### src/rtl/spi_mem_txn.sv
// spi_mem_txn: memory-side SPI transaction engine.
// Serves start_read/start_write requests from the memory controller as
// SPI mode-0 transactions to the external flash (addr[24]=0) or RAM
// (addr[24]=1). Read bytes are returned on data_out_o/data_ready_o and
// write bytes are fetched on data_req_o/data_in_i.
// Build option: define SPI_FAST_READ_EN to issue FAST_READ_CMD with 8
// dummy bit-times on reads. Writes are the same in both builds.
//
// state   | meaning
// --------+-----------------------------------------------------------
// S_IDLE  | CS high, waiting for a start pulse
// S_CMD   | shifting the 8-bit opcode
// S_ADDR  | shifting the 24-bit byte address
// S_DUMMY | 8 dummy bit-times before fast-read data (MOSI=0)
// S_DATA  | one data byte per 8 bit-times, read or write
// S_STALL | paused at a byte boundary, sclk low, CS held low
// S_END   | CS released, txn_done pulse, returns to S_IDLE
module spi_mem_txn #(
   parameter int         DATA_BUS_WIDTH = 8,
   parameter logic [7:0] READ_CMD       = 8'h03,
   parameter logic [7:0] WRITE_CMD      = 8'h02,
   parameter logic [7:0] FAST_READ_CMD  = 8'h0B
) (
   input  logic                      clock_i,
   input  logic                      reset_ni,
   input  logic                      start_read_i,
   input  logic                      start_write_i,
   input  logic [24:0]               addr_in_i,
   input  logic                      stall_txn_i,
   input  logic                      stop_txn_i,
   input  logic [DATA_BUS_WIDTH-1:0] data_in_i,
   output logic                      data_req_o,
   output logic [DATA_BUS_WIDTH-1:0] data_out_o,
   output logic                      data_ready_o,
   output logic                      busy_o,
   output logic                      txn_done_o,
   output logic                      spi_sclk_o,
   output logic                      spi_mosi_o,
   input  logic                      spi_miso_i,
   output logic                      spi_cs_flash_n_o,
   output logic                      spi_cs_ram_n_o
);

`ifdef SPI_FAST_READ_EN
   localparam bit FAST_EN = 1'b1;
`else
   localparam bit FAST_EN = 1'b0;
`endif
   localparam logic [7:0] RD_OP = FAST_EN ? FAST_READ_CMD : READ_CMD;

   typedef enum logic [2:0] {
      S_IDLE,
      S_CMD,
      S_ADDR,
      S_DUMMY,
      S_DATA,
      S_STALL,
      S_END
   } state_t;

   state_t                    state_q;
   logic                      phase_q;      // 0: L phase (sclk low), 1: H phase
   logic [4:0]                bit_cnt_q;
   logic [30:0]               tx_q;         // bits still to send after the current MOSI bit
   logic [6:0]                rx_q;
   logic                      is_wr_q;
   logic                      stop_q;
   logic                      sclk_q;
   logic                      mosi_q;
   logic                      cs_flash_n_q;
   logic                      cs_ram_n_q;
   logic                      busy_q;
   logic                      txn_done_q;
   logic                      data_ready_q;
   logic                      data_req_q;
   logic [DATA_BUS_WIDTH-1:0] data_out_q;

   logic [7:0]                op_d;
   logic                      stop_d;
   logic                      last_bit_d;

   // Opcode choice at start, sticky stop view, and end-of-field detection.
   always_comb begin
      op_d       = start_read_i ? RD_OP : WRITE_CMD;
      stop_d     = stop_q | stop_txn_i;
      last_bit_d = 1'b0;
      case (state_q)
         S_CMD, S_DUMMY, S_DATA: last_bit_d = (bit_cnt_q == 5'd7);
         S_ADDR:                 last_bit_d = (bit_cnt_q == 5'd23);
         default:                last_bit_d = 1'b0;
      endcase
   end

   // Transaction FSM with registered SPI pins and handshake pulses.
   always_ff @(posedge clock_i or negedge reset_ni) begin
      if (!reset_ni) begin
         state_q      <= S_IDLE;
         phase_q      <= 1'b0;
         bit_cnt_q    <= 5'd0;
         tx_q         <= 31'd0;
         rx_q         <= 7'd0;
         is_wr_q      <= 1'b0;
         stop_q       <= 1'b0;
         sclk_q       <= 1'b0;
         mosi_q       <= 1'b0;
         cs_flash_n_q <= 1'b1;
         cs_ram_n_q   <= 1'b1;
         busy_q       <= 1'b0;
         txn_done_q   <= 1'b0;
         data_ready_q <= 1'b0;
         data_req_q   <= 1'b0;
         data_out_q   <= '0;
      end else begin
         data_ready_q <= 1'b0;
         data_req_q   <= 1'b0;
         txn_done_q   <= 1'b0;
         case (state_q)
            S_IDLE: begin
               // read wins when both starts arrive together
               if (start_read_i || start_write_i) begin
                  is_wr_q      <= ~start_read_i;
                  tx_q         <= {op_d[6:0], addr_in_i[23:0]};
                  mosi_q       <= op_d[7];
                  cs_flash_n_q <= addr_in_i[24];
                  cs_ram_n_q   <= ~addr_in_i[24];
                  busy_q       <= 1'b1;
                  stop_q       <= 1'b0;
                  sclk_q       <= 1'b0;
                  phase_q      <= 1'b0;
                  bit_cnt_q    <= 5'd0;
                  state_q      <= S_CMD;
               end
            end

            S_CMD, S_ADDR, S_DUMMY, S_DATA: begin
               stop_q <= stop_d;
               if (!phase_q) begin
                  sclk_q  <= 1'b1;
                  phase_q <= 1'b1;
                  // write byte is taken in the cycle data_req is high;
                  // its MSB is already on MOSI through the output mux
                  if (data_req_q) begin
                     tx_q   <= {data_in_i[6:0], 24'd0};
                     mosi_q <= data_in_i[7];
                  end
               end else begin
                  sclk_q    <= 1'b0;
                  phase_q   <= 1'b0;
                  bit_cnt_q <= bit_cnt_q + 5'd1;
                  tx_q      <= {tx_q[29:0], 1'b0};
                  mosi_q    <= tx_q[30];
                  if (state_q == S_DATA && !is_wr_q) begin
                     rx_q <= {rx_q[5:0], spi_miso_i};
                  end
                  if (last_bit_d) begin
                     bit_cnt_q <= 5'd0;
                     case (state_q)
                        S_CMD: begin
                           state_q <= S_ADDR;
                        end
                        S_ADDR: begin
`ifdef SPI_FAST_READ_EN
                           if (!is_wr_q) begin
                              state_q <= S_DUMMY;
                              mosi_q  <= 1'b0;
                           end else begin
                              state_q    <= S_DATA;
                              data_req_q <= is_wr_q;
                              mosi_q     <= 1'b0;
                           end
`else
                           state_q    <= S_DATA;
                           data_req_q <= is_wr_q;
                           mosi_q     <= 1'b0;
`endif
                        end
                        S_DUMMY: begin
                           state_q    <= S_DATA;
                           data_req_q <= is_wr_q;
                           mosi_q     <= 1'b0;
                        end
                        default: begin
                           // byte boundary: deliver read byte, then stop > stall > next byte
                           if (!is_wr_q) begin
                              data_out_q   <= {rx_q, spi_miso_i};
                              data_ready_q <= 1'b1;
                           end
                           if (stop_d) begin
                              state_q      <= S_END;
                              cs_flash_n_q <= 1'b1;
                              cs_ram_n_q   <= 1'b1;
                              busy_q       <= 1'b0;
                              txn_done_q   <= 1'b1;
                              mosi_q       <= 1'b0;
                              stop_q       <= 1'b0;
                           end else if (stall_txn_i) begin
                              state_q <= S_STALL;
                              mosi_q  <= 1'b0;
                           end else begin
                              state_q    <= S_DATA;
                              data_req_q <= is_wr_q;
                              mosi_q     <= 1'b0;
                           end
                        end
                     endcase
                  end
               end
            end

            S_STALL: begin
               if (stop_d) begin
                  state_q      <= S_END;
                  cs_flash_n_q <= 1'b1;
                  cs_ram_n_q   <= 1'b1;
                  busy_q       <= 1'b0;
                  txn_done_q   <= 1'b1;
                  mosi_q       <= 1'b0;
                  stop_q       <= 1'b0;
               end else if (!stall_txn_i) begin
                  state_q    <= S_DATA;
                  data_req_q <= is_wr_q;
                  mosi_q     <= 1'b0;
               end
            end

            S_END: begin
               state_q <= S_IDLE;
            end

            default: begin
               state_q <= S_IDLE;
            end
         endcase
      end
   end

   // The first bit of a write byte comes straight from data_in so it is
   // valid for the whole L phase in which the byte is requested.
   assign spi_mosi_o       = data_req_q ? data_in_i[7] : mosi_q;
   assign spi_sclk_o       = sclk_q;
   assign spi_cs_flash_n_o = cs_flash_n_q;
   assign spi_cs_ram_n_o   = cs_ram_n_q;
   assign busy_o           = busy_q;
   assign txn_done_o       = txn_done_q;
   assign data_ready_o     = data_ready_q;
   assign data_req_o       = data_req_q;
   assign data_out_o       = data_out_q;

endmodule

### config.mk
export PLATFORM = sky130hd
export DESIGN_NAME = spi_mem_txn
export DESIGN_NICKNAME = d
export VERILOG_FILES = /design/src/rtl/spi_mem_txn.sv
export SDC_FILE = /design/constraint.sdc
export NUM_CORES = 1
export LEC_CHECK = 0
export CAP_MARGIN = 20
export CORE_MARGIN = 3
export CORE_UTILIZATION = 42
export CTS_BUF_LIST = sky130_fd_sc_hd__clkbuf_16
export CTS_CLUSTER_DIAMETER = 50
export DETAILED_ROUTE_END_ITERATION = 10
export GPL_TIMING_DRIVEN = 0
export PLACE_DENSITY_LB_ADDON = 0.08
export SLEW_MARGIN = 20
export SYNTH_ARGS = -nofsm -noshare
export SYNTH_HDL_FRONTEND = slang
export SYNTH_SLANG_ARGS = --single-unit
export TNS_END_PERCENT = 5
### constraint.sdc
create_clock -name clock_i -period 2.5 [get_ports clock_i]
set_clock_uncertainty 0.2 [all_clocks]
set_input_delay 0.5 -clock clock_i [delete_from_list [all_inputs] [get_ports clock_i]]
set_output_delay 0.5 -clock clock_i [all_outputs]
set_load 0.02 [all_outputs]
==> impl_table.tex, run 1 <==
\begin{tabular}{lr}
\hline
Metric & Value \\
\hline
\multicolumn{2}{l}{\textbf{Run status}} \\
Result of the run & finished clean \\
\multicolumn{2}{l}{\textbf{Placement}} \\
Post-DP HPWL & 5592 um \\
Final GP Congestion & 0.8392 \\
Placed Cells & 490 \\
Number of buffer cells added on primary ports & 55 \\
\multicolumn{2}{l}{\textbf{Die}} \\
Width of the chip & 94.18 um \\
Floorplan Core Area & 7408 um\^{}2 \\
Initial Util & 44.08\% \\
Die span in y & 94.18 um \\
Ports & 56 \\
Die ar. & 8869 um\^{}2 \\
Placement Rows & 31 \\
\multicolumn{2}{l}{\textbf{STA}} \\
Max\_slew headroom & 57.71\% \\
Final cycle utilization of the critical path & 99.72\% \\
Fin. Hold Viols & 0 \\
Highest clock frequency the design can meet & 0.4011 GHz \\
Worst slew pin tran & 0.6343 ns \\
Final setup violation count & 0 \\
Unrepaired setup endpoints after global routing & true \\
Setup TNS & 0 ns \\
Max-slew violation total from the final report & 0 \\
Final period demand of the worst path & 2.493 ns \\
\multicolumn{2}{l}{\textbf{Layout}} \\
Sequential Area & 1605 um\^{}2 \\
Final design utilization & 58.08\% \\
Proportion of layout cells with a drive suffix above 1 & 15.16\% \\
Final cell count without fillers & 508 \\
Leading cell types in the layout, fill and taps excluded & 61 x dfrtp\_1, 54 x clkdlybuf4s50\_1, 40 x nand2\_1 \\
Fill count & 651 \\
Final nets & 447 \\
Area growth from synthesis to final layout & 31.76\% \\
Combined area of the multi-input logic cells & 1555 um\^{}2 \\
Final antenna diode count & 0 \\
Commonest non-fill, non-tap cell in the layout & dfrtp\_1 \\
\multicolumn{2}{l}{\textbf{Synthesis}} \\
Post-Synthesis Cell Area & 3266 um\^{}2 \\
Gate count of the mapped netlist & 335 \\
Xor and xnor fraction of the mapped netlist area & 1.264\% \\
Post-synthesis adder-cell area fraction & 1.149\% \\
Count of flip-flops with a built-in enable after synthesis & 0 \\
Post-synthesis sequential area ratio & 49.12\% \\
Simple logic cell fraction of the synthesized area & 16.25\% \\
Fraction of registers with async set or reset after synthesis & 100.0\% \\
Synth cell types & 52 \\
Post-synth net total & 378 \\
Main combinational cell family by area after synthesis & compound AO/OA/AOI/OAI gates \\
Compound-cell area share of the yosys netlist & 19.20\% \\
Average cell area after synthesis & 9.748 um\^{}2 \\
Yosys warning count & 0 \\
Seq cells post-synth & 64 \\
Multiplexer fraction of the synthesized cell area & 9.272\% \\
Top flip-flop cell by instance count after synthesis & dfrtp\_1 \\
\multicolumn{2}{l}{\textbf{Worst setup path}} \\
Critical path peak fanout & 10 \\
CP Cell Sequence & buf\_2, nor3b\_2, xnor2\_2, nand2\_2, or4\_1, buf\_4, mux2\_4 \\
CP arrival & 2.50 ns \\
Setup Crit Path Kind & reg2reg \\
Capturing element type of the critical path & flip-flop \\
Required time of the critical path & 2.51 ns \\
Startpoint Class & flip-flop \\
Delay contributed by the slowest stage of the critical path & 0.48 ns \\
Crit path max-delay cell type & or4\_1 \\
\multicolumn{2}{l}{\textbf{Power}} \\
Pwr Total & 5602 uW \\
Leakage power of the design & 0.001920 uW \\
Power density relative to cell area & 1302 nW/um\^{}2 \\
Max VDD drop & 0.0006527 V \\
\multicolumn{2}{l}{\textbf{Global route}} \\
Wire length of the first global-routing pass & 13500 um \\
Maximum number of pins on one net before global-route repair & 49 \\
Initial antenna violation count & 0 \\
Overflow after GRT & 0 \\
Number of global-route vias before repair & 2742 \\
GRT Resource Usage Total & 19.52\% \\
\multicolumn{2}{l}{\textbf{Detailed routing}} \\
Drc violations & 0 \\
Vias post-DR & 2769 \\
Vias per inst & 5.451 \\
Drt first pass iters & 5 \\
Average wire length per cell after detail routing & 15.75 um \\
Number of nets still failing antenna checks after routing & 0 \\
Wire length after detailed routing & 8003 um \\
1st-iter DRT viols & 150 \\
\multicolumn{2}{l}{\textbf{Clock tree}} \\
Clock Latency Late Sink & 0.33 ns \\
Clock tree root driver cell & clkbuf\_16 \\
Clk sink count & 64 \\
Clock-pin slew on the worst setup and hold paths & 0.06 ns \\
CTS tree & yes \\
Number of buffers created by CTS & 9 \\
H-tree level count & 3 \\
Number of buffers on the longest clock path & 2 \\
\multicolumn{2}{l}{\textbf{Min path}} \\
Worst hold-check path type & reg2reg \\
\multicolumn{2}{l}{\textbf{Job}} \\
Number of max-cap violations & 0 \\
\hline
\end{tabular}
-- through the flow --
| step | setup WS [ns] | instance area [um^2] | hold WS (ns) |
|---|---|---|---|
| global placement | -1.497 | 3940 | 0.2533 |
| CTS | 0.01748 | 4288 | 0.2789 |
| finish | 0.006960 | 4303 | 0.2748 |
| detailed placement | -0.2865 | 3965 | 0.1882 |
| global route | -0.06424 | 4303 | 0.2951 |
| floorplan | 0.1076 | 3266 | 0.004409 |
-- Yosys cell counts (2+ instances only) --
library cell	count	area [um^2]
xnor2_2	2	32.53
and3_1	24	150.1
o2bb2ai_1	2	17.52
ha_1	3	37.54
nor2b_1	2	12.51
and2_1	2	12.51
buf_1	2	7.510
mux2_2	10	112.6
nand2_1	40	150.1
o32a_1	2	20.02
dfrtp_1	62	1551
o21ai_0	35	175.2
mux2_4	8	120.1
nor4_1	2	12.51
nand3_1	6	30.03
buf_2	5	25.02
nor2_1	11	41.29
clkbuf_1	13	48.80
mux2i_1	7	70.07
a21oi_1	37	185.2
dfstp_2	2	52.55
o41ai_1	3	26.28
inv_1	8	30.03
nand2b_1	2	12.51
nor3_1	4	20.02
o21ai_1	4	20.02
o31ai_1	8	60.06
a21o_1	3	22.52
a31oi_1	3	18.77
-- timing repair --
item / 4_1_cts / 5_1_grt
setup endpoints to repair: 27 / 41
hold buffers: 1 / 0
hold endpoints to repair: 16 / 0
resized for setup: 5 / 8
buffers inserted: 1 / 0
-- critical path, delay by kind of cell (launching register included) --
family                 cells  cell delay [ns]
AND/OR/NAND/NOR            3             0.85
buffers and inverters      2             0.42
flip-flops                 1             0.44
multiplexers               1             0.31
XOR/XNOR                   1             0.15
-- final timing paths --
kind                                              from                         end  slack [ns]  cells after the start
worst max-delay path            state_q[0]$_DFFE_PN0P_   data_out_o[0]$_DFFE_PN0P_       0.007                      7
worst min-delay path              tx_q[14]$_DFFE_PN0P_        tx_q[14]$_DFFE_PN0P_        0.27                      2
worst max register to register  state_q[0]$_DFFE_PN0P_   data_out_o[0]$_DFFE_PN0P_       0.007                      7
worst min register to register    tx_q[14]$_DFFE_PN0P_        tx_q[14]$_DFFE_PN0P_        0.27                      2
max in group asynchronous                     reset_ni  spi_cs_ram_n_o$_DFFE_PN1P_        1.14                      3
min in group asynchronous                     reset_ni   data_out_o[3]$_DFFE_PN0P_        0.39                      2
-- state kept, by name, summed over array words and instances, names as in the netlist, 3 cells and up --
register	cells
state_q	3
tx_q	31
data_out_o	8
bit_cnt_q	5
rx_q	7
-- layout make-up --
| cell class | instances | area share [%] |
|---|---|---|
| well taps | 99 | 2.879 |
| clock buffers | 9 | 5.234 |
| flip-flops and latches | 64 | 37.31 |
| multi-input cells | 241 | 36.14 |
| inverters | 9 | 0.7851 |
| repair buffers | 58 | 13.78 |
| clock inverters | 7 | 1.628 |
| plain buffers | 21 | 2.239 |
-- power breakdown --
part / total [uW] / internal [uW] / switching [uW]
clock network: 1240 / 769 / 468
registers: 1630 / 1410 / 215
logic: 2740 / 1040 / 1690
total: 5600 / 3220 / 2380
-- kinds of logic (layout without fill, tap and decap cells) --
family / count (synthesis) / after routing
xor+xnor: 3 / 3
mux: 25 / 25
flops: 64 / 64
simple gates: 104 / 104
buf+inv: 30 / 104
compound gates: 106 / 106
fa+ha+maj: 3 / 3
-- metal layers --
layer,routed length [um],GRT usage [%],up-vias
li1,-,-,1351
met5,0,0,-
met1,3866,28.31,1323
met3,490,4.647,12
met4,122,6.498,0
met2,3523,28.49,83
No activity file was read; power rests on OpenSTA's default activity.
==> run 2, diff against run 1 <==
DONT_BUFFER_PORTS = 1   (was default)
SLEW_MARGIN = default   (was 20)
==> impl_table.tex, run 2 (synthesized netlist as in run 1, its figures left out) <==
\begin{tabular}{lr}
\hline
Metric & Value \\
\hline
\multicolumn{2}{l}{\textbf{Run status}} \\
Result of the run & finished clean \\
\multicolumn{2}{l}{\textbf{Min path}} \\
Worst hold-check path type & in2reg \\
\multicolumn{2}{l}{\textbf{Clock tree}} \\
Clock-pin slew on the worst setup and hold paths & 0.05 ns \\
Clock tree root driver cell & clkbuf\_16 \\
Clock Latency Late Sink & 0.32 ns \\
Number of buffers created by CTS & 9 \\
Clk sink count & 64 \\
Number of buffers on the longest clock path & 2 \\
CTS tree & yes \\
H-tree level count & 3 \\
\multicolumn{2}{l}{\textbf{Global route}} \\
Overflow after GRT & 0 \\
Initial antenna violation count & 0 \\
GRT Resource Usage Total & 19.36\% \\
Maximum number of pins on one net before global-route repair & 65 \\
Wire length of the first global-routing pass & 13510 um \\
Number of global-route vias before repair & 2649 \\
\multicolumn{2}{l}{\textbf{STA}} \\
Highest clock frequency the design can meet & 0.4029 GHz \\
Setup TNS & 0 ns \\
Final period demand of the worst path & 2.482 ns \\
Max-slew violation total from the final report & 0 \\
Max\_slew headroom & 40.10\% \\
Unrepaired setup endpoints after global routing & true \\
Worst hold-check slack & 0.06242 ns \\
Final cycle utilization of the critical path & 99.28\% \\
Worst slew pin tran & 0.8921 ns \\
Final setup violation count & 0 \\
Fin. Hold Viols & 0 \\
\multicolumn{2}{l}{\textbf{Worst setup path}} \\
CP Cell Sequence & buf\_2, nor3b\_4, xnor2\_2, nand2\_2, or4\_1, buf\_4, mux2\_4 \\
Cell family with the largest share of critical-path delay & simple AND/OR/NAND/NOR gates \\
Delay contributed by the slowest stage of the critical path & 0.48 ns \\
Crit path max-delay cell type & or4\_1 \\
Critical path peak fanout & 10 \\
Capturing element type of the critical path & flip-flop \\
Setup Crit Path Kind & reg2reg \\
Buffers plus inverters on the worst setup path & 2 \\
Startpoint Class & flip-flop \\
Required time of the critical path & 2.50 ns \\
CP arrival & 2.49 ns \\
\multicolumn{2}{l}{\textbf{Detailed routing}} \\
Number of nets still failing antenna checks after routing & 0 \\
Vias per inst & 5.666 \\
Drc violations & 0 \\
Vias post-DR & 2561 \\
1st-iter DRT viols & 140 \\
Drt first pass iters & 4 \\
Wire length after detailed routing & 7880 um \\
Average wire length per cell after detail routing & 17.43 um \\
\multicolumn{2}{l}{\textbf{Placement}} \\
Final GP Congestion & 0.7994 \\
Post-DP HPWL & 5462 um \\
Placed Cells & 434 \\
Number of buffer cells added on primary ports & 0 \\
Placed Instance Area & 3390 um\^{}2 \\
\multicolumn{2}{l}{\textbf{Layout}} \\
Final nets & 391 \\
Largest register FFs & 31 \\
Leading cell types in the layout, fill and taps excluded & 62 x dfrtp\_1, 40 x nand2\_1, 36 x a21oi\_1 \\
Final cell count without fillers & 452 \\
Final design utilization & 50.85\% \\
Proportion of layout cells with a drive suffix above 1 & 15.86\% \\
Commonest non-fill, non-tap cell in the layout & dfrtp\_1 \\
Final antenna diode count & 0 \\
Area of all placed cells without fillers & 3767 um\^{}2 \\
Area growth from synthesis to final layout & 15.36\% \\
Register with the most flip-flops & tx\_q \\
\multicolumn{2}{l}{\textbf{Die}} \\
Floorplan Core Area & 7408 um\^{}2 \\
Ports & 56 \\
Die ar. & 8869 um\^{}2 \\
Width of the chip & 94.18 um \\
Die span in y & 94.18 um \\
Placement Rows & 31 \\
Initial Util & 44.08\% \\
\multicolumn{2}{l}{\textbf{Power}} \\
Leakage power of the design & 0.001721 uW \\
Power density relative to cell area & 1471 nW/um\^{}2 \\
Max VDD drop & 0.0005363 V \\
\multicolumn{2}{l}{\textbf{Job}} \\
Number of max-cap violations & 0 \\
\hline
\end{tabular}
run 2: metal layers:
layer / wire length [um] / vias to the layer above / track usage [%]
met5: 0 / - / 0
met4: 78 / 0 / 5.415
met3: 473 / 6 / 5.929
met2: 3521 / 73 / 28.31
met1: 3806 / 1242 / 27.61
li1: - / 1240 / -
run 2: layout make-up:
cell class / instances / area (um^2)
buffer: 21 / 97.59
inverter: 9 / 33.78
sequential: 64 / 1604
timing repair buffer: 2 / 37.54
clock buffer: 9 / 225.2
fill: 675 / 3641
clock inverter: 7 / 86.33
multi-input combinational: 241 / 1559
tap: 99 / 123.9
run 2: what timing repair did:
item	CTS	global route
hold endpoints to repair	64	0
setup endpoints to repair	40	39
gates resized for setup	6	4
buffers inserted	0	0
hold buffers	2	0
gates cloned	0	0
pin swaps	0	0
run 2: final timing paths:
check / to / depth (start not counted) / slack, ns / start
worst max-delay path: data_out_o[0]$_DFFE_PN0P_ / 7 / 0.02 / state_q[1]$_DFFE_PN0P_
worst min-delay path: is_wr_q$_DFFE_PN0P_ / 1 / 0.06 / start_read_i
worst max register to register: data_out_o[0]$_DFFE_PN0P_ / 7 / 0.02 / state_q[1]$_DFFE_PN0P_
worst min register to register: tx_q[2]$_DFFE_PN0P_ / 2 / 0.27 / tx_q[2]$_DFFE_PN0P_
max in group asynchronous: spi_cs_ram_n_o$_DFFE_PN1P_ / 2 / 1.24 / reset_ni
min in group asynchronous: tx_q[28]$_DFFE_PN0P_ / 2 / 0.53 / reset_ni
run 2: power by group:
group          internal, uW  switching, uW  total, uW
registers              1410            260       1670
logic                   909           1640       2550
clock network           865            455       1320
total                  3190           2350       5540
run 2: stage by stage:
step	power (uW)	setup slack, ns
detailed placement	4156	-0.1557
floorplan	3483	0.1076
global route	6023	-0.1048
global placement	4132	-0.2119
CTS	5575	0.007052
finish	5541	0.01788
==> run 3, diff against run 2 <==
CORE_MARGIN = default   (was 3)
PLACE_DENSITY_LB_ADDON = default   (was 0.08)
==> impl_table.tex, run 3 (synthesized netlist as in run 1, its figures left out) <==
\begin{tabular}{lr}
\hline
Metric & Value \\
\hline
\multicolumn{2}{l}{\textbf{Placement}} \\
Number of buffer cells added on primary ports & 0 \\
Placed Instance Area & 3390 um\^{}2 \\
Final GP Congestion & 0.8631 \\
Post-DP HPWL & 5291 um \\
Placed Cells & 434 \\
\multicolumn{2}{l}{\textbf{Detailed routing}} \\
1st-iter DRT viols & 162 \\
Wire length after detailed routing & 7764 um \\
Number of nets still failing antenna checks after routing & 0 \\
Vias per inst & 5.788 \\
Average wire length per cell after detail routing & 17.18 um \\
Vias post-DR & 2616 \\
Drc violations & 0 \\
Drt first pass iters & 4 \\
\multicolumn{2}{l}{\textbf{Global route}} \\
GRT Resource Usage Total & 19.80\% \\
Maximum number of pins on one net before global-route repair & 65 \\
Number of global-route vias before repair & 2469 \\
Overflow after GRT & 0 \\
Initial antenna violation count & 0 \\
Wire length of the first global-routing pass & 12700 um \\
\multicolumn{2}{l}{\textbf{STA}} \\
Max\_slew headroom & 57.90\% \\
Highest clock frequency the design can meet & 0.4087 GHz \\
Worst slew pin tran & 0.6315 ns \\
Final cycle utilization of the critical path & 97.88\% \\
Final setup violation count & 0 \\
Final period demand of the worst path & 2.447 ns \\
Unrepaired setup endpoints after global routing & true \\
Fin. Hold Viols & 0 \\
Max-slew violation total from the final report & 0 \\
\multicolumn{2}{l}{\textbf{Power}} \\
Fraction of power consumed by combinational cells & 46.8\% \\
Clock share of power & 23.2\% \\
Power density relative to cell area & 1472 nW/um\^{}2 \\
Leakage power of the design & 0.001736 uW \\
Pint & 3217 uW \\
Max VDD drop & 0.0005580 V \\
Sequential fraction of design power & 30.0\% \\
Fraction of power spent switching nets & 42.24\% \\
Net Switching & 2353 uW \\
\multicolumn{2}{l}{\textbf{Die}} \\
Placement Rows & 31 \\
Floorplan Core Area & 7370 um\^{}2 \\
Die span in y & 90.18 um \\
Ports & 56 \\
Initial Util & 44.31\% \\
Width of the chip & 90.18 um \\
Die ar. & 8132 um\^{}2 \\
\multicolumn{2}{l}{\textbf{Layout}} \\
Area growth from synthesis to final layout & 15.90\% \\
Final cell count without fillers & 452 \\
Leading cell types in the layout, fill and taps excluded & 61 x dfrtp\_1, 40 x nand2\_1, 36 x a21oi\_1 \\
Proportion of layout cells with a drive suffix above 1 & 16.71\% \\
Commonest non-fill, non-tap cell in the layout & dfrtp\_1 \\
Register with the most flip-flops & tx\_q \\
Final nets & 392 \\
Area of all placed cells without fillers & 3785 um\^{}2 \\
Largest register FFs & 31 \\
Final antenna diode count & 0 \\
\multicolumn{2}{l}{\textbf{Worst setup path}} \\
Buffers plus inverters on the worst setup path & 2 \\
Capturing element type of the critical path & flip-flop \\
Cell family with the largest share of critical-path delay & simple AND/OR/NAND/NOR gates \\
CP Cell Sequence & buf\_2, nor3b\_4, xnor2\_2, nand2\_2, or4\_1, buf\_4, mux2\_4 \\
Crit path max-delay cell type & or4\_1 \\
Required time of the critical path & 2.51 ns \\
Setup Crit Path Kind & reg2reg \\
Delay contributed by the slowest stage of the critical path & 0.48 ns \\
CP arrival & 2.45 ns \\
Startpoint Class & flip-flop \\
Critical path peak fanout & 10 \\
\multicolumn{2}{l}{\textbf{Run status}} \\
Result of the run & finished clean \\
\multicolumn{2}{l}{\textbf{Min path}} \\
Worst hold-check path type & in2reg \\
\multicolumn{2}{l}{\textbf{Clock tree}} \\
Clock tree root driver cell & clkbuf\_16 \\
Number of buffers on the longest clock path & 2 \\
CTS tree & yes \\
Clk sink count & 64 \\
H-tree level count & 3 \\
Clock Latency Late Sink & 0.32 ns \\
Clock-pin slew on the worst setup and hold paths & 0.05 ns \\
Number of buffers created by CTS & 9 \\
\multicolumn{2}{l}{\textbf{Job}} \\
Number of max-cap violations & 0 \\
\hline
\end{tabular}
## run 3: area by class of cell
class	instances	area (um^2)
fill	676	3585
sequential	64	1605
multi-input combinational	241	1573
clock buffer	9	225.2
tap	99	123.9
buffer	21	101.3
clock inverter	6	77.57
timing repair buffer	3	45.04
inverter	9	33.78
## run 3: path summary, 6_finish.rpt
check                           slack (ns)                           end  cells past startpoint                    from
min in group asynchronous             0.52     data_out_o[2]$_DFFE_PN0P_                      2                reset_ni
worst min-delay path                  0.07           is_wr_q$_DFFE_PN0P_                      1            start_read_i
worst min register to register        0.27           tx_q[7]$_DFFE_PN0P_                      2     tx_q[7]$_DFFE_PN0P_
worst max register to register        0.05     data_out_o[6]$_DFFE_PN0P_                      7  state_q[0]$_DFFE_PN0P_
worst max-delay path                  0.05     data_out_o[6]$_DFFE_PN0P_                      7  state_q[0]$_DFFE_PN0P_
max in group asynchronous             1.29  spi_cs_flash_n_o$_DFFE_PN1P_                      2                reset_ni
## run 3: per-stage QoR
step                util [%]  power [uW]  setup TNS [ns]  worst slack (ns)  hold slack [ns]
global placement       45.99        4083          -4.387           -0.1555         0.005914
finish                 51.36        5570               0           0.05306          0.06832
detailed placement     45.99        4136          -5.636           -0.2135         0.005837
floorplan                  -        3483               0            0.1076         0.004409
CTS                    50.95        5523               0           0.01638          0.06421
global route           51.36        5981         -0.2155          -0.03099          0.06584
## run 3: power by group through the flow
stage | clock (uW) | combinational (uW) | sequential (uW)
after floorplan | 0 | 1860 | 1620
after global placement | 0 | 2410 | 1680
after detailed placement | 0 | 2450 | 1690
after CTS | 1310 | 2540 | 1670
after global routing | 1360 | 2910 | 1710
final | 1290 | 2610 | 1670
## run 3: metal layers
metal  GRT usage (%)  share of wire [%]  vias up
met5               0                  0        -
met4           7.392               0.97        0
met3           6.345                6.3        8
met2           27.80                 45       83
met1           28.36                 48     1281
li1                -                  -     1244
## run 3: repair_timing
item / 4_1_cts / 5_1_grt
buffers inserted: 1 / 0
hold endpoints to repair: 64 / 0
hold buffers: 2 / 0
setup endpoints to repair: 40 / 38
gates resized for setup: 7 / 11
cloned: 0 / 0
## run 3: worst register-to-register path, delay by kind of cell (launching register included)
kind | cells | cell delay, ns
xor+xnor | 1 | 0.15
buf+inv | 2 | 0.40
flops | 1 | 0.41
mux | 1 | 0.31
simple gates | 3 | 0.86
